### src/rtl/run_mode_sched_pkg.sv
// Shared mode codes, CPU exception codes and the scheduler state encoding.
// State values equal their mode codes so mode_o is the next-state value registered.
package run_mode_sched_pkg;

  localparam logic [3:0] MODE_RSTSEQ = 4'd1;
  localparam logic [3:0] MODE_ERROR  = 4'd2;
  localparam logic [3:0] MODE_PAUSE  = 4'd4;
  localparam logic [3:0] MODE_RUN    = 4'd5;
  localparam logic [3:0] MODE_UART   = 4'd6;

  localparam logic [3:0] EXC_ERR   = 4'd2;
  localparam logic [3:0] EXC_PAUSE = 4'd4;
  localparam logic [3:0] EXC_UART  = 4'd5;

  typedef enum logic [3:0] {
    ST_RSTSEQ = MODE_RSTSEQ,
    ST_ERROR  = MODE_ERROR,
    ST_PAUSE  = MODE_PAUSE,
    ST_RUN    = MODE_RUN,
    ST_UART   = MODE_UART
  } state_t;

endpackage

### src/rtl/run_mode_sched_btn_debounce.sv
// Button debouncer: 2-FF synchroniser plus stable-high counter.
// Emits one registered pulse per press once the input has been high DEB_CYCLES cycles.
module btn_debounce #(
  parameter int DEB_CYCLES = 200000
) (
  input  logic clk_i,
  input  logic rst_i,
  input  logic btn_i,
  output logic pulse_o
);

  localparam int CW = $clog2(DEB_CYCLES + 1);
  localparam logic [CW-1:0] TC = CW'(DEB_CYCLES);

  logic [1:0]    sync_q;
  logic [CW-1:0] cnt_q;

  // The counter parks at TC while the button stays high, which blocks a second pulse.
  always_ff @(posedge clk_i) begin
    if (rst_i) begin
      sync_q  <= '0;
      cnt_q   <= '0;
      pulse_o <= 1'b0;
    end else begin
      sync_q <= {sync_q[0], btn_i};
      if (!sync_q[1]) begin
        cnt_q   <= '0;
        pulse_o <= 1'b0;
      end else if (cnt_q != TC) begin
        cnt_q   <= cnt_q + 1'b1;
        pulse_o <= (cnt_q == TC - 1'b1);
      end else begin
        pulse_o <= 1'b0;
      end
    end
  end

endmodule

### src/rtl/run_mode_sched.sv
// Mode scheduler: debounced buttons and CPU exceptions sequence the core through
// reset, run, pause, error and UART-load modes; drives enable, reset and cycle count.
//
// state     | meaning
// ----------+-------------------------------------------------------------
// ST_RSTSEQ | cpu_rst_o held for RST_CYCLES cycles, then RUN
// ST_ERROR  | core halted after error; leaves only on rst or uart
// ST_PAUSE  | core halted; continue resumes
// ST_RUN    | core clocked, cycle counter advancing
// ST_UART   | core halted while loader writes memory; done/continue restart
module run_mode_sched
  import run_mode_sched_pkg::*;
#(
  parameter int DEB_CYCLES = 200000,
  parameter int RST_CYCLES = 16,
  parameter int CNT_W      = 32
) (
  input  logic             clk_i,
  input  logic             rst_i,
  input  logic             btn_rst_i,
  input  logic             btn_err_i,
  input  logic             btn_pause_i,
  input  logic             btn_continue_i,
  input  logic             btn_uart_i,
  input  logic [3:0]       exc_code_i,
  input  logic             exc_valid_i,
  input  logic             uart_done_i,
  input  logic             clr_cnt_i,
  output logic             cpu_en_o,
  output logic             cpu_rst_o,
  output logic [3:0]       mode_o,
  output logic [CNT_W-1:0] cycle_cnt_o
);

  localparam int TW = (RST_CYCLES > 1) ? $clog2(RST_CYCLES) : 1;
  localparam logic [TW-1:0] TMR_LOAD = TW'(RST_CYCLES - 1);

  logic [4:0] btn_raw;
  logic [4:0] btn_pulse;
  logic       p_rst, p_err, p_pause, p_cont, p_uart;

  state_t        state_q, state_nxt;
  logic [TW-1:0] tmr_q;
  logic          rstseq_entry;

  assign btn_raw = {btn_uart_i, btn_continue_i, btn_pause_i, btn_err_i, btn_rst_i};

  for (genvar i = 0; i < 5; i++) begin : g_deb
    btn_debounce #(.DEB_CYCLES(DEB_CYCLES)) u_deb (
      .clk_i   (clk_i),
      .rst_i   (rst_i),
      .btn_i   (btn_raw[i]),
      .pulse_o (btn_pulse[i])
    );
  end

  assign p_rst   = btn_pulse[0];
  assign p_err   = btn_pulse[1];
  assign p_pause = btn_pulse[2];
  assign p_cont  = btn_pulse[3];
  assign p_uart  = btn_pulse[4];

  // Priority chain: anything losing arbitration in a cycle is dropped, not queued.
  always_comb begin
    state_nxt = state_q;
    unique case (state_q)
      ST_RUN, ST_PAUSE, ST_ERROR: begin
        if (p_uart)                                state_nxt = ST_UART;
        else if (p_rst)                            state_nxt = ST_RSTSEQ;
        else if (p_err && state_q != ST_ERROR)     state_nxt = ST_ERROR;
        else if (p_pause && state_q == ST_RUN)     state_nxt = ST_PAUSE;
        else if (p_cont && state_q == ST_PAUSE)    state_nxt = ST_RUN;
        else if (exc_valid_i && state_q == ST_RUN) begin
          case (exc_code_i)
            EXC_ERR:   state_nxt = ST_ERROR;
            EXC_PAUSE: state_nxt = ST_PAUSE;
            EXC_UART:  state_nxt = ST_UART;
            default:   state_nxt = state_q;
          endcase
        end
      end
      ST_UART: begin
        if (uart_done_i || p_cont) state_nxt = ST_RSTSEQ;
      end
      ST_RSTSEQ: begin
        if (tmr_q == '0) state_nxt = ST_RUN;
      end
      default: state_nxt = ST_PAUSE;
    endcase
  end

  assign rstseq_entry = (state_nxt == ST_RSTSEQ) && (state_q != ST_RSTSEQ);

  always_ff @(posedge clk_i) begin
    if (rst_i) begin
      state_q     <= ST_PAUSE;
      tmr_q       <= '0;
      mode_o      <= MODE_PAUSE;
      cpu_en_o    <= 1'b0;
      cpu_rst_o   <= 1'b0;
      cycle_cnt_o <= '0;
    end else begin
      state_q   <= state_nxt;
      mode_o    <= state_nxt;
      cpu_en_o  <= (state_nxt == ST_RUN);
      cpu_rst_o <= (state_nxt == ST_RSTSEQ);

      if (rstseq_entry)
        tmr_q <= TMR_LOAD;
      else if (state_q == ST_RSTSEQ && tmr_q != '0)
        tmr_q <= tmr_q - 1'b1;

      // cpu_en_o is the registered RUN flag, so this counts cycles the core executed.
      if (clr_cnt_i || rstseq_entry)
        cycle_cnt_o <= '0;
      else if (cpu_en_o && cycle_cnt_o != '1)
        cycle_cnt_o <= cycle_cnt_o + 1'b1;
    end
  end

endmodule

### config.mk
export PLATFORM = sky130hd
export DESIGN_NAME = run_mode_sched
export DESIGN_NICKNAME = d
export VERILOG_FILES = /design/src/rtl/run_mode_sched_pkg.sv /design/src/rtl/run_mode_sched_btn_debounce.sv /design/src/rtl/run_mode_sched.sv
export SDC_FILE = /design/constraint.sdc
export NUM_CORES = 1
export LEC_CHECK = 0
export ABC_AREA = 1
export CAP_MARGIN = 20
export CORE_MARGIN = 1
export CORE_UTILIZATION = 64
export CTS_CLUSTER_DIAMETER = 60
export DETAILED_ROUTE_END_ITERATION = 8
export PLACE_DENSITY = 0.86
export SETUP_SLACK_MARGIN = 0.5
export SYNTH_ARGS = -nofsm -noshare
export SYNTH_HDL_FRONTEND = slang
export SYNTH_SLANG_ARGS = --single-unit
### constraint.sdc
create_clock -name clk_i -period 3.5 [get_ports clk_i]
set_input_delay 0.35 -clock clk_i [delete_from_list [all_inputs] [get_ports clk_i]]
set_output_delay 0.35 -clock clk_i [all_outputs]
set_load 0.01 [all_outputs]
* Word level (Yosys, flattened, before mapping)
Index checks and enable logic that the tools add are counted.
Operators by class: eq/ne operators 23, multiplexer cells 12, add/sub/neg operators 7, div/mod/pow operators 0, reduce and logical (&&, ||, !) cells 24, $mul 0, bitwise operators 10, magnitude comparators 0, shift-type cells 0
Operators with widths (number):
- adder 18 x 1 -> 18 bit (second input constant) | 5
- equality test 18 bit (second input constant) | 5
- != test 18 bit (second input constant) | 5
- two-way mux 4 bit | 10
- adder 32 x 1 -> 32 bit (second input constant) | 1
- != test 32 bit (second input constant) | 1
- equality test 4 x 3 -> 1 bit (second input constant) | 6
- case mux 4 bit (3 select lines) | 2
- OR reduction 3 bit | 6
- OR reduction 2 bit | 6
- NOT 1 bit | 10
- equality test 4 x 1 -> 1 bit (second input constant) | 2
- equality test 4 x 2 -> 1 bit (second input constant) | 2
- logical AND 1 bit | 7
- zero test 4 bit | 1
- != test 4 x 1 -> 1 bit (second input constant) | 1
- != test 4 x 2 -> 1 bit (second input constant) | 1
- nonzero test 4 bit | 1
- subtractor 4 x 1 -> 4 bit (second input constant) | 1
- logical OR 1 bit | 2
- nonzero test 2 bit | 1
Storage, ports and cells: bits in read-only memories 0, output and inout bits 38, bits in writable memories 0, word-level logic and storage cells 96, memories 0, latch bits 0, input bits 14, bits in registers 147

* Logic depth before layout (Yosys ltp)
Gate-level depths: netlist of run 1.
depth in word-level cells 13, gate-level depth with buffers 15, gate-level depth less buffers 14

* Hierarchy
Synthesis of run 1 repeated with hierarchy kept, for this count alone.
Second synthesis, totals: cell total of the unflattened synthesis 1235, area, all modules 8090.3 µm²
By module, submodules not included:
- btn_debounce | sequential area each 420.4 µm², area an instance 1067.3 µm², cells each 164, times used 5
- run_mode_sched | sequential area each 840.8 µm², area an instance 2753.9 µm², cells each 415, times used 1

* Worst setup path after synthesis of run 1
OpenSTA, ideal clock, no wires.
path type register -> register, from reg cycle_cnt_o[0], to reg cycle_cnt_o[14], data arrival time 1.701 ns, slack 1.683 ns, required time 3.384 ns, library setup time 0.116 ns, buffers on the path 2, stages on the path, launching flop included 13, clock period less this slack 1.817 ns, path through dfxtp_1 > ha_1 > nand2_1 > nor2_1 > nand2_1 > nor2_2 > nand2_1 > nand2_4 > inv_2 > buf_6 > buf_2 > a21oi_1 > nor2_2
Between the ends: cells in the longest elaborated chain, start to end 2, elaborated cells between the ends (all ways) 3, classes of those cells add/sub: 1; eq/ne: 1; reduce/logical: 1
RTL lines:
- start, declared | RTL line run_mode_sched.sv:32 | output logic [CNT_W-1:0] cycle_cnt_o
- start signal, assigned | RTL line run_mode_sched.sv:117 | cycle_cnt_o <= cycle_cnt_o + 1'b1;
- parallel branches: the longest is 2 deep, another holds adder 32 x 1 -> 32 bit
Parallel ways; which one is timed is not known. A chain may end at the register's enable or synchronous reset.

* Worst setup path after layout of run 1
from reg state_q[2], to reg cycle_cnt_o[16]
Between the ends: cells in the longest elaborated chain, start to end 13, elaborated cells between the ends (all ways) 26, classes of those cells eq/ne: 8; mux: 10; reduce/logical: 8
RTL lines:
- start, declared | RTL line run_mode_sched.sv:42 | state_t state_q, state_nxt;
- start signal, assigned | RTL line run_mode_sched.sv:103 | state_q <= state_nxt;
- equality test 4 x 3 -> 1 bit | RTL line run_mode_sched.sv:66, run_mode_sched.sv:71, run_mode_sched.sv:73
- logical AND 1 bit | RTL line run_mode_sched.sv:73 | else if (exc_valid_i && state_q == ST_RUN) begin
- two-way mux 4 bit | RTL line run_mode_sched.sv:73
- two-way mux 4 bit | RTL line run_mode_sched.sv:72 | else if (p_cont && state_q == ST_PAUSE) state_nxt = ST_RUN;
- two-way mux 4 bit | RTL line run_mode_sched.sv:71 | else if (p_pause && state_q == ST_RUN) state_nxt = ST_PAUSE;
- two-way mux 4 bit | RTL line run_mode_sched.sv:70 | else if (p_err && state_q != ST_ERROR) state_nxt = ST_ERROR;
- two-way mux 4 bit | RTL line run_mode_sched.sv:69 | else if (p_rst) state_nxt = ST_RSTSEQ;
- two-way mux 4 bit | RTL line run_mode_sched.sv:68 | if (p_uart) state_nxt = ST_UART;
- case mux 4 bit (3 select lines) | RTL line run_mode_sched.sv:66 | unique case (state_q)
- equality test 4 x 1 -> 1 bit | RTL line run_mode_sched.sv:92 | assign rstseq_entry = (state_nxt == ST_RSTSEQ) && (state_q != ST_RSTSEQ);
- logical AND 1 bit * | RTL line run_mode_sched.sv:92
- logical OR 1 bit * | RTL line run_mode_sched.sv:114 | if (clr_cnt_i || rstseq_entry)
- OR reduction 2 bit (no source line) *
Mark *: on every way between the ends. The rest lies on a longest branch, timed or not.

==> run metrics, run 1 <==
Finish-stage setup viols=0; Vias per Instance=around 5.5; Top FF cell, synth=dfxtp_1; CP Max Fanout=17; Async S/R FF share, synth=0%; gr usage total=approximately 29%; worst-skew pair later-pin latency=about 0.42 ns; final hold vios=0; vias in the first global route=6333; gr ovfl total=0; Reg clk slew, reported paths=0.06 ns; CTS max path bufs=2; DRT Pass-1 Iters=5; CP delay by family, top=compound AO/OA/AOI/OAI gates; clock sink total=about 150; Mapped Area=7397 sq um; CP required=~3.8 ns; Max-slew headroom=54.33%; num rows=38; hold path start=g_deb[3].u_deb.sync_q[0]$_SDFF_PP0_; critical-path cell list=inv_1, nand4_1, o21ai_2, inv_1, nor2_1, nand2_1, nand2_1, nand2_4, o21ai_4, buf_12, nor2_2; Cells after Synth=approximately 1000; first-pass GRT wire length=roughly 27000 um; final WL=approximately 16000 um; Synth top cells by count=183 x inv_1, 168 x nand2_1, 147 x dfxtp_1; R2R setup slack=1.17 ns; initial cell density of the core=between 60% and 70%; Syn-to-layout area delta=15.82%; Yosys top cell area share=slightly below 40%; CP max-delay cell=o21ai_4; worst slew pin tran=0.6825 ns; Post-synth EDFFs=0; Ys Warns=0; DR iter-0 viols=around 480; Critical Path Max Stage Delay=about 0.55 ns; r2r worst-path depth=11; Root Driver=clkbuf_16; hold path depth=2; WHS Endpoint=g_deb[3].u_deb.sync_q[1]$_SDFF_PP0_; status=finished clean; Inst Count DP=around 1200; kind of critical path=reg2reg; post_cts resized=0; dominant cells by area after synthesis=dfxtp_1 40%, inv_1 9.3%, nand2_1 8.5%; CTS buffer count=17; syn nets=between 1000 and 1500; leakage=roughly 0.0029 uW; Slew Limit Fails=0; die area=approximately 12000 sq um; PwrDens=between 400 and 500 nW/um^2; achievable frequency=approximately 430 MHz; # diodes=0; #FFs+latches synth=around 150; Setup Buffers After CTS=0; MaxCap Viol Count=0; port bufs=51; top-count cell post-synth=inv_1; CP arrival=~2.6 ns; Die X=around 110 um; CP Capture Type=flip-flop; hold crit path type=reg2reg; Power Total=around 3500 uW; final RePlAce weighted congestion=0.9182; Filler cells=between 700 and 800; r2r startpoint=state_q[2]$_SDFF_PP1_; die height=between 100 and 150 um; clk_skew=between 0.007 and 0.008 ns; minimum clock period=2.327 ns; Routed Antenna Nets=0; core area=11030 sq um; hold_buf cts=0; largest net degree at the start of global routing=31; total number of vias=~6900; initial antenna violation count=0; Netlist cell types=39; Ports=52; hold slack=0.4046 ns; Yosys top cell by area=dfxtp_1; final cell count without fillers=1258; drt wl/cell=roughly 13 um; worst vdd ir=between 0.4 and 0.5 mV; CTS tree=built; sequential share of the synthesized area=approximately 40%; layout cells sized above 1=8.587%; fin crit share=between 60 and 70%; Final HPWL DP=11490 um; Final #Nets=1133; syn_area_per_cell=approximately 7.1 sq um; H-tree levels=4; DRC Markers=0; unrepaired setup endpoints after global routing=no; Setup TNS=0 ns; startpoint types=flip-flop; reg2reg end=cycle_cnt_o[16]$_SDFFE_PP0P_; CP bufs+invs=3
==> layout by cell type (no fill, tap or decap), types with 3 or more instances in the layout <==
cell             Yosys  routed
o21ai_0             58      58
inv_1              183     183
nor3_2               6       6
clkbuf_1             6       3
clkdlybuf4s50_1      0      51
dfxtp_1            147     147
nor2_1             108     108
or2_2                7       7
xnor2_1              3       3
ha_1                12      12
nand2_1            168     168
clkbuf_16            0      17
nand4_1             35      35
a21oi_1             84      84
xor2_1              35      35
a211oi_1             3       3
inv_2                6       6
nor2_2              38      38
clkinv_2             0       4
o21a_1               5       5
a31oi_1              5       5
nand3_1             34      34
nand2_2              3       3
nor3_1              57      57
nor4_1              20      20
mux2i_1              3       3
==> registers in the layout, indices dropped and copies added (netlist names) <==
register             cells
tmr_q                    4
g_deb.u_deb.sync_q      10
cycle_cnt_o             32
state_q                  4
g_deb.u_deb.pulse_o      5
cpu_en_o                 1
g_deb.u_deb.cnt_q       90
cpu_rst_o                1
==> stage by stage <==
step	cell area (sq um)	util (%)	setup WS (ns)
floorplan	7397	-	1.683
global placement	8018	72.69	0.9270
detailed placement	8018	72.69	0.8853
CTS	8567	77.67	1.193
global route	8567	77.67	1.045
finish	8567	77.67	1.173
==> cell type report <==
cell class,count,area [sq um],share of cell area [%]
repair buffers,53,538.0,6.280
clock inverters,10,112.6,1.314
inverters,190,713.2,8.325
well taps,140,175.2,2.045
flip-flops and latches,147,2943,34.35
multi-input cells,698,3649,42.59
clock buffers,20,436.7,5.097
==> layer usage <==
| layer | up-vias | global-route usage [%] | wire length, um |
|---|---|---|---|
| met5 | - | 0 | 0 |
| met4 | 0 | 12.38 | 352 |
| met3 | 36 | 7.054 | 974 |
| met2 | 236 | 48.29 | 7495 |
| met1 | 3133 | 35.74 | 7395 |
| li1 | 3506 | - | - |
==> report_power, final <==
group | internal, uW | switching, uW
logic | 31.3 | 48.4
registers | 1680 | 4.90
clock network | 1040 | 670
==> cell families after synthesis <==
logic type,count (synthesis),synth area share (%)
and+or+nand+nor,482,30.51
buffers and inverters,204,10.89
AOI/OAI and AO/OA,162,11.82
DFF,147,39.78
xor gates and xnor gates,38,4.499
adders and majority gates,12,2.030
muxes,3,0.4060
other,1,0.05070
==> how the worst max path moves through the flow <==
stage,cells after the start,end,from
finish,11,cycle_cnt_o[16]$_SDFFE_PP0P_,state_q[2]$_SDFF_PP1_
global route,11,cycle_cnt_o[16]$_SDFFE_PP0P_,state_q[2]$_SDFF_PP1_
CTS,11,cycle_cnt_o[16]$_SDFFE_PP0P_,state_q[2]$_SDFF_PP1_
detailed placement,15,cycle_cnt_o[6]$_SDFFE_PP0P_,exc_code_i[3]
global placement,14,cycle_cnt_o[17]$_SDFFE_PP0P_,exc_code_i[0]
floorplan,12,cycle_cnt_o[14]$_SDFFE_PP0P_,cycle_cnt_o[0]$_SDFFE_PP0P_
==> worst register-to-register path: cells and delay by family (launching register included) <==
kind / cells / cell delay (ns)
DFF: 1 / 0.36
AOI/OAI and AO/OA: 2 / 0.73
and+or+nand+nor: 6 / 0.66
buffers and inverters: 3 / 0.46
Note: power is estimated with default switching activity, not from simulation.
==> run 2, diff against run 1 <==
--- a/config.mk
+++ b/config.mk
@@ -8,10 +8,10 @@
 export ABC_AREA = 1
 export CAP_MARGIN = 20
 export CORE_MARGIN = 1
-export CORE_UTILIZATION = 64
+export CORE_UTILIZATION = 53
 export CTS_CLUSTER_DIAMETER = 60
 export DETAILED_ROUTE_END_ITERATION = 8
-export PLACE_DENSITY = 0.86
+export PLACE_DENSITY = 0.76
 export SETUP_SLACK_MARGIN = 0.5
 export SYNTH_ARGS = -nofsm -noshare
 export SYNTH_HDL_FRONTEND = slang
==> constraint.sdc (replaced) <==
create_clock -name clk_i -period 1.96 [get_ports clk_i]
set_input_delay 0.196 -clock clk_i [delete_from_list [all_inputs] [get_ports clk_i]]
set_output_delay 0.196 -clock clk_i [all_outputs]
set_load 0.01 [all_outputs]
==> run 2 against run 1 <==
Compared with the run above: wire length up 48%; highest routed layer unchanged; global-route usage down 2.3 points; clock power up 98%; final cell count up 14%; sequential cell count unchanged; non-clock buffer count up 133; count of clock-buffer cells in the layout up 1; core utilization up 5.1 points; total power up 90%; sequential share of layout area down 7.0 points; hold slack worse by 0.13 ns; sequential power up 77%.
==> run metrics, run 2 (synthesis gave the netlist of run 1 again) <==
status=finished clean; DP Area=around 8400 sq um; CP Max Fanout=4; CTS max path bufs=2; final WL=about 24000 um; Filler cells=between 700 and 800; fin crit share=93.24%; die height=approximately 120 um; unrepaired setup endpoints after global routing=yes; DRC Markers=0; Syn-to-layout area delta=50.54%; commonest cells after routing, fill and taps aside=153 x inv_1, 145 x nand2_1, 101 x dfxtp_1; H-tree levels=4; Root Driver=clkbuf_16; CP arrival=around 2.2 ns; clock sink total=approximately 150; WL met2=about 12000 um; PwrDens=around 590 nW/um^2; Regs by FF count=g_deb.u_deb.cnt_q (90), cycle_cnt_o (32), g_deb.u_deb.sync_q (10); minimum clock period=approximately 1.8 ns; achievable frequency=547.2 MHz; gr usage total=approximately a quarter; MaxCap Viol Count=0; Finish-stage setup viols=0; drt wl/cell=around 17 um; CP required=2.34 ns; Routed Antenna Nets=0; worst vdd ir=between 0.5 and 0.6 mV; design area=between 10000 and 15000 sq um; met1 wire length=around 9400 um; Largest register FFs=90; Final #Nets=between 1000 and 1500; total number of vias=8040; Reg clk slew, reported paths=around 0.060 ns; final cell count without fillers=about 1400; vias in the first global route=just under 7000; port bufs=between 50 and 60; Inst Count DP=between 1000 and 1500; Largest Register=g_deb.u_deb.cnt_q; first-pass GRT wire length=between 30000 and 40000 um; Final HPWL DP=11620 um; worst-skew pair later-pin latency=0.44 ns; R2R setup slack=approximately 0.13 ns; # diodes=0; dpl ws=-0.08509 ns; Slew Limit Fails=0; DR iter-0 viols=about 710; startpoint types=flip-flop; Die X=~120 um; hold path depth=3; final RePlAce weighted congestion=between 0.9 and 1; largest net degree at the start of global routing=17; gr ovfl total=0; setup ws final=between 0.1 and 0.15 ns; r2r worst-path depth=12; hold crit path type=in2reg; CTS tree=built; DRT Pass-1 Iters=5; kind of critical path=reg2reg; leakage=0.004161 uW; Vias per Instance=between 5 and 6; Ports=between 50 and 60; initial antenna violation count=0; initial cell density of the core=a little over half; clk_skew=slightly below 0.01 ns; die area=14430 sq um; hold_buf cts=0; CTS buffer count=17; final hold vios=0; commonest non-fill, non-tap cell in the layout=inv_1; CP Capture Type=flip-flop; layout cells sized above 1=between 30% and 40%; Highest Signal Layer=met4; met3 wire len=approximately 1400 um; core area=13450 sq um; num rows=42
## run 2: cell count changes in the layout (fill, tap and decap cells not counted), sizes merged
| cell | change |
|---|---|
| dlymetal6s2s | +1 |
| bufinv | +1 |
| clkinv | -4 |
| clkdlybuf4s15 | +1 |
| clkinvlp | +3 |
| clkdlybuf4s50 | -38 |
| dlygate4sd2 | +36 |
| buf | +131 |
| clkbuf | +3 |
## run 2: critical path, stage by stage (launching register included)
cell and delay (ns):
dfxtp_4 0.38, ha_4 0.14, nand2_2 0.09, nor2_4 0.11
nand2_1 0.08, nor2_2 0.16, nand2_2 0.09, nand2_4 0.10
buf_4 0.16, nand2_1 0.08, o21ai_0 0.14, inv_1 0.13
nor2_4 0.10
## run 2: timing repair
item	in CTS	in global routing
gates resized for setup	173	235
cloned	2	3
pin swaps	54	80
hold endpoints to repair	0	0
endpoints found under the setup margin	119	121
buffers inserted	57	45
## run 2: stage by stage
step	TNS (ns)	util, %	power (uW)	hold slack [ns]
3_3_place_gp	-0.6611	62.63	3227	0.3888
4_1_cts	0	73.71	6540	0.2639
6_report	0	82.78	6601	0.2722
5_1_grt	-0.02032	82.78	6762	0.2831
3_5_place_dp	-1.484	62.63	3230	0.3952
2_1_floorplan	0	-	3164	0.3030
## run 2: where the power goes
group | total [uW] | switching [uW] | leakage, uW | internal (uW)
clock | 3360 | 1280 | 0.000291 | 2080
sequential | 2990 | 11.6 | 0.00121 | 2980
combinational | 246 | 132 | 0.00265 | 114
total | 6600 | 1420 | 0.00416 | 5180
## run 2: metal layers
layer	global-route usage [%]	vias up
li1	-	3780
met1	32.13	3804
met2	45.94	367
met3	4.468	89
met4	12.66	0
met5	0	-
## run 2: final timing paths
check	endpoint	start
max reg2reg	cycle_cnt_o[15]$_SDFFE_PP0P_	cycle_cnt_o[0]$_SDFFE_PP0P_
max	cycle_cnt_o[15]$_SDFFE_PP0P_	cycle_cnt_o[0]$_SDFFE_PP0P_
min	g_deb[4].u_deb.sync_q[0]$_SDFF_PP0_	btn_uart_i
min reg2reg	g_deb[4].u_deb.sync_q[1]$_SDFF_PP0_	g_deb[4].u_deb.sync_q[0]$_SDFF_PP0_
## run 2: area by class of cell
class                      instances  area [sq um]  share of cell area, %
timing repair inverter             1         5.005                0.04494
timing repair buffer             186          1710                  15.36
tap                              176         220.2                  1.978
inverter                         190         768.2                  6.899
sequential                       147          3050                  27.39
multi-input combinational        698          4782                  42.94
clock buffer                      21         470.5                  4.225
clock inverter                     9         128.9                  1.157
==> RTL edit 1: new RTL, config.mk and constraints of run 2 <==
Register the output `cycle_cnt_o` once more, cleared by the reset; this adds one clock of latency there. The other outputs are not delayed to match.
--- a/src/rtl/run_mode_sched.sv
+++ b/src/rtl/run_mode_sched.sv
@@ -34,6 +34,8 @@
 
   localparam int TW = (RST_CYCLES > 1) ? $clog2(RST_CYCLES) : 1;
   localparam logic [TW-1:0] TMR_LOAD = TW'(RST_CYCLES - 1);
+
+  logic [CNT_W-1:0] cycle_cnt_s0;
 
   logic [4:0] btn_raw;
   logic [4:0] btn_pulse;
@@ -98,7 +100,7 @@
       mode_o      <= MODE_PAUSE;
       cpu_en_o    <= 1'b0;
       cpu_rst_o   <= 1'b0;
-      cycle_cnt_o <= '0;
+      cycle_cnt_s0 <= '0;
     end else begin
       state_q   <= state_nxt;
       mode_o    <= state_nxt;
@@ -112,9 +114,17 @@
 
       // cpu_en_o is the registered RUN flag, so this counts cycles the core executed.
       if (clr_cnt_i || rstseq_entry)
-        cycle_cnt_o <= '0;
-      else if (cpu_en_o && cycle_cnt_o != '1)
-        cycle_cnt_o <= cycle_cnt_o + 1'b1;
+        cycle_cnt_s0 <= '0;
+      else if (cpu_en_o && cycle_cnt_s0 != '1)
+        cycle_cnt_s0 <= cycle_cnt_s0 + 1'b1;
+    end
+  end
+
+  always_ff @(posedge clk_i) begin
+    if (rst_i) begin
+      cycle_cnt_o <= '0;
+    end else begin
+      cycle_cnt_o <= cycle_cnt_s0;
     end
   end
 
Behaviour: same outputs for any inputs over 10 cycles, from zero or initial values and one cycle with rst_i high; that may be too few to reach the edited logic, so the function may still have changed.
==> RTL edit 1 against run 2 <==
The flow now finishes with violations (setup timing); setup slack got worse by 0.15 ns; sequential cell count increased by 32; cell area increased by 5.4%; power increased by 13%; area after synthesis increased by 11%; clock power increased by 7.7%; via count increased by 5.9%; routed wire length increased by 3.4%; final cell count increased by 7.3%; sequential power increased by 22%; clock skew decreased by 0.0020 ns; largest cell class unchanged; highest routed layer unchanged.
==> RTL edit 1: results (changes against run 2) <==
status:
  outcome: "complete, but fails checks"  # was finished clean
  violations: "setup timing"
logic_synthesis:
  synth.top_cells.by_area: "dfxtp_1 44%, inv_1 9.5%, nor2_1 8.1%"  # was dfxtp_1 40%, inv_1 9.3%, nand2_1 8.5%
  ys_seq_area_frac: 0.4380  # was 0.3978
  synth_area_per_cell_sq_um: 7.171  # was 7.052 sq um
  synth_area_sq_um: 8182  # was 7397 sq um
  synth.distinct_cells: 41  # was 39
  yosys_register_bits: 179  # was 147
  syn_nets: 1167  # was 1075
  ys_top_cells_by_count: "207 x inv_1, 179 x dfxtp_1, 176 x nor2_1"  # was 183 x inv_1, 168 x nand2_1, 147 x dfxtp_1
sta:
  fin_ws_ns: -0.01313  # was 0.1326 ns
  finClkSkew_ns: 0.007878  # was 0.009924 ns
  setup-tns-final_ns: -0.04246  # was 0 ns
  setup_violations: 9  # was 0
placed_design:
  gp_congestion: 0.9652  # was 0.9024
  dpl_cell_area_sq_um: 9102  # was 8426 sq um
  pre_cts_slack_ns: -0.03486  # was -0.08509 ns
routing:
  drt_iter0_markers: 692  # was 707
  via_count: 8515  # was 8040
  wl_per_cell_um: 16.25  # was 16.85 um
  wl_met3_um: 1288  # was 1411 um
  firstDrtPassIters: 7  # was 5
  dr_wl_met2_um: 12870  # was 12310 um
power_and_ir_drop:
  power_per_cell_area_nw_per_um2: 638.1  # was 592.8 nW/um^2
  p_leak_nw: 4.731  # was 4.161 nW
  p_int_w: 0.005873  # was 0.005176 W
  pg_seq_w: 0.00364  # was 0.00299 W
  ir_drop_mv: 0.5992  # was 0.5485 mV
  combinationalPowerShare: 0.031  # was 0.037
final_layout:
  signal_buffers: 188  # was 186
  syn_to_final_growth_pct: 43.46  # was 50.54%
  multi_input_area_sq_um: 4654  # was 4782 sq um
  fill_cells: 990  # was 762
  clk_share: 0.05373  # was 0.05382
  multi_input_cells: 732  # was 698
  nets: 1357  # was 1267
  clkbuf_count: 20  # was 21
  buffer_area_frac: 0.1433  # was 0.1536
  inv_count: 213  # was 191
  stdcell_count: 1532  # was 1428
  sh_seq_area: 0.3147  # was 0.2739
  reg.largest.list: "g_deb.u_deb.cnt_q (90), cycle_cnt_o (32), cycle_cnt_s0 (32)"  # was g_deb.u_deb.cnt_q (90), cycle_cnt_o (32), g_deb.u_deb.sync_q (10)
worst_setup_path:
  cp_slowest_stage_delay_ns: 0.38  # about the same
  cp_max_fo: 8  # was 4
  worstPathArrival_ns: 2.30  # was 2.21 ns
grt:
  grt_pass1_vias: 7595  # was 6882
  track_usage: 0.2708  # was 0.2667
  grt_pass1_wl_um: 34940  # was 30750 um
  grt_util_met1: 0.3105  # was 0.3213
  use_met3: 0.05183  # was 0.04468
  met2_usage: 0.4937  # was 0.4594
  grt_max_degree: 29  # was 17
==> RTL edit 1: final timing paths <==
check / startpoint / to / slack (ns) / depth (start not counted)
min reg2reg: g_deb[4].u_deb.sync_q[0] / g_deb[4].u_deb.sync_q[1] / 0.41 / 2
min: rst_i / state_q[2] / 0.21 / 3
max reg2reg: state_q[0] / cycle_cnt_s0[2] / -0.01 / 14
max: state_q[0] / cycle_cnt_s0[2] / -0.01 / 14
==> RTL edit 1: cells by family (layout without fill, tap and decap cells) <==
group | after synthesis | after routing | synth area share
compound gates | 183 | 183 | 0.1207
xor+xnor | 34 | 34 | 0.03640
fa+ha+maj | 12 | 12 | 0.01835
buf+inv | 230 | 433 | 0.1115
flops | 179 | 179 | 0.4380
other cells | 1 | 1 | 0.0004583
simple gates | 502 | 502 | 0.2747
==> RTL edit 1: timing repair <==
item	in CTS	in global routing
hold endpoints to repair	0	0
pin swaps	52	90
setup buffers	72	40
cloned	2	1
gates resized for setup	177	221
setup endpoints to repair	123	109
==> RTL edit 2: new RTL, settings of run 2 <==
Made on the original files. Set the parameter `RST_CYCLES` to 8 (it was 16).
--- a/src/rtl/run_mode_sched.sv
+++ b/src/rtl/run_mode_sched.sv
@@ -12,7 +12,7 @@
   import run_mode_sched_pkg::*;
 #(
   parameter int DEB_CYCLES = 200000,
-  parameter int RST_CYCLES = 16,
+  parameter int RST_CYCLES = 8,
   parameter int CNT_W      = 32
 ) (
   input  logic             clk_i,
Behaviour: no difference found for any inputs over 10 cycles, from zero or initial values and one cycle with rst_i high; that may be too few to reach the edited logic, so the function may still have changed.
==> RTL edit 2 against run 2 <==
Setup slack improved by 0.071 ns; die area decreased by 0.81%; power decreased by 3.5%; routed wire length decreased by 11%; sequential cell count decreased by 1; cell area decreased by 6.5%; clock power decreased by 4%; via count decreased by 4.4%; area after synthesis decreased by 0.83%; critical path type unchanged.
==> RTL edit 2: results (changes against run 2) <==
status:
  outcome: "finished clean"  # unchanged
clock_tree:
  clk_latency_ns: 0.43
  path_clk_slew_ns: 0.06  # about the same
  h-tree-depth: 4  # unchanged
  clock-root-buffer: "clkbuf_16"  # unchanged
  clockBufferDepth: 2  # unchanged
  cts_made_buffers: 17  # unchanged
routing:
  firstDrtPassIters: 6  # was 5
  wl_per_cell_um: 15.33  # was 16.85 um
  drt_iter0_markers: 625  # was 707
  vias_per_cell: 5.508  # was 5.630
logic_synthesis:
  async_reset_ff_frac: 0  # unchanged
  synth_compound_area_frac: 0.1136  # was 0.1182
  synthFlopType: "dfxtp_1"  # unchanged
  ys.warnings.count: 0  # unchanged
  synthAdderAreaFrac: 0.02388  # was 0.02030
  synth_mux_area_frac: 0.009551  # was 0.004060
  ys_top_cells_by_count: "172 x inv_1, 161 x nand2_1, 148 x nor2_1"  # was 183 x inv_1, 168 x nand2_1, 147 x dfxtp_1
  synth.distinct_cells: 37  # was 39
  synth.top_cells.by_area: "dfxtp_1 40%, inv_1 8.8%, nand2_1 8.2%"  # was dfxtp_1 40%, inv_1 9.3%, nand2_1 8.5%
  syn_nets: 1072  # was 1075
  synth_xor_area_frac: 0.04656  # was 0.04499
  ys_seq_area_frac: 0.3984  # was 0.3978
final_layout:
  insertedDiodeCount: 0  # unchanged
  reg.largest.list: "g_deb.u_deb.cnt_q (90), cycle_cnt_o (32), g_deb.u_deb.sync_q (10)"  # unchanged
  nets: 1234  # was 1267
  drive_above_1_share: 0.3224  # was 0.3794
  fill_cells: 888  # was 762
placed_design:
  place.port_buffers: 51  # unchanged
  hpwl_um: 11930  # was 11620 um
  gp_congestion: 0.9320  # was 0.9024
sta:
  worstMarginPinSlew_ns: 0.5930
  finClkSkew_ns: 0.007468  # was 0.009924 ns
grt:
  grt_pass1_wl_um: 29990  # was 30750 um
  grt_max_degree: 25  # was 17
  track_usage: 0.2595  # was 0.2667
  antenna_found_initial: 0  # unchanged
  grt_pass1_vias: 6780  # was 6882
power_and_ir_drop:
  p_leak_nw: 4.169  # was 4.161 nW
  ir_drop_mv: 0.7416  # was 0.5485 mV
  p_int_w: 0.004860  # was 0.005176 W
worst_setup_path:
  cp_max_fo: 3  # was 4
  cp-endpoint: "g_deb[1].u_deb.cnt_q[8]"  # was cycle_cnt_o[15]
  rr_worst_depth: 12  # unchanged
  worstPathArrival_ns: 2.12  # was 2.21 ns
  critPathLaunch: "g_deb[1].u_deb.cnt_q[0]"  # was cycle_cnt_o[0]
  reg2reg_slack_ns: 0.20  # was 0.13 ns
min_path:
  min_path_type: "in -> reg"  # unchanged
  min_from: "btn_continue_i"  # was btn_uart_i
RTL edit 2: kinds of logic after synthesis:
group	after synthesis
AOI/OAI and AO/OA	159
xor gates and xnor gates	39
adders and majority gates	14
buffers and inverters	187
DFF	146
muxes	7
other	1
and+or+nand+nor	491
RTL edit 2: power by group through the flow:
| stage | clock, W | combinational (W) | sequential (W) |
|---|---|---|---|
| 6_report | 0.00321 | 0.000188 | 0.00297 |
| 5_1_grt | 0.00338 | 0.000204 | 0.00297 |
| 4_1_cts | 0.00323 | 0.000164 | 0.00298 |
| 3_5_place_dp | 0 | 0.000147 | 0.00306 |
| 3_3_place_gp | 0 | 0.000145 | 0.00306 |
| 2_1_floorplan | 0 | 0.0000866 | 0.00305 |
RTL edit 2: worst min-delay path by stage:
stage,endpoint,slack (ns),depth (start not counted)
global route,g_deb[3].u_deb.sync_q[0],0.30,3
floorplan,g_deb[0].u_deb.sync_q[0],0.30,2
finish,g_deb[3].u_deb.sync_q[0],0.29,3
CTS,g_deb[4].u_deb.sync_q[0],0.27,3
detailed placement,g_deb[1].u_deb.sync_q[1],0.39,2
global placement,g_deb[1].u_deb.sync_q[1],0.39,2
RTL edit 2: what timing repair did:
action | 4_1_cts | 5_1_grt
setup endpoints to repair | 113 | 100
hold buffers | 0 | 0
buffers inserted | 47 | 35
pin swaps | 45 | 56
resized for setup | 156 | 180
RTL edit 2: per-layer routing:
layer	GRT usage	part of all wire	routed length, um
met1	0.3109	0.41	8687
met2	0.4494	0.52	11070
met3	0.05513	0.048	1031
met4	0.1063	0.028	599
met5	0	0	0
RTL edit 2: worst max-delay path, cell delays in order, from the launching register on:
cell     delay [ns]
dfxtp_2        0.36
ha_4           0.15
nand2_2        0.05
nor2_1         0.08
inv_1          0.08
nor2_2         0.14
buf_4          0.13
buf_6          0.08
buf_6          0.09
buf_6          0.08
nand4_1        0.13
buf_4          0.20
a21oi_2        0.13
RTL edit 2: layout make-up:
cell class | instances | area, sq um | area share
Clock buffer | 18 | 439.2 | 0.04216
Timing Repair Buffer | 155 | 1416 | 0.1360
Tap cell | 176 | 220.2 | 0.02114
Multi-Input combinational cell | 711 | 4473 | 0.4294
Clock inverter | 14 | 143.9 | 0.01381
Inverter | 175 | 684.4 | 0.06571
Sequential cell | 146 | 3039 | 0.2918
RTL edit 2: per-stage QoR:
stage / cell area [sq um] / util / setup slack (ns) / instances
after floorplan: 7493 / - / 0.3360 / 1044
after global placement: 8305 / 0.6222 / 0.1277 / 1281
after detailed placement: 8305 / 0.6222 / 0.08861 / 1281
after CTS: 9565 / 0.7166 / 0.2845 / 1360
after global routing: 10420 / 0.7804 / 0.1184 / 1395
final: 10420 / 0.7804 / 0.2031 / 1395
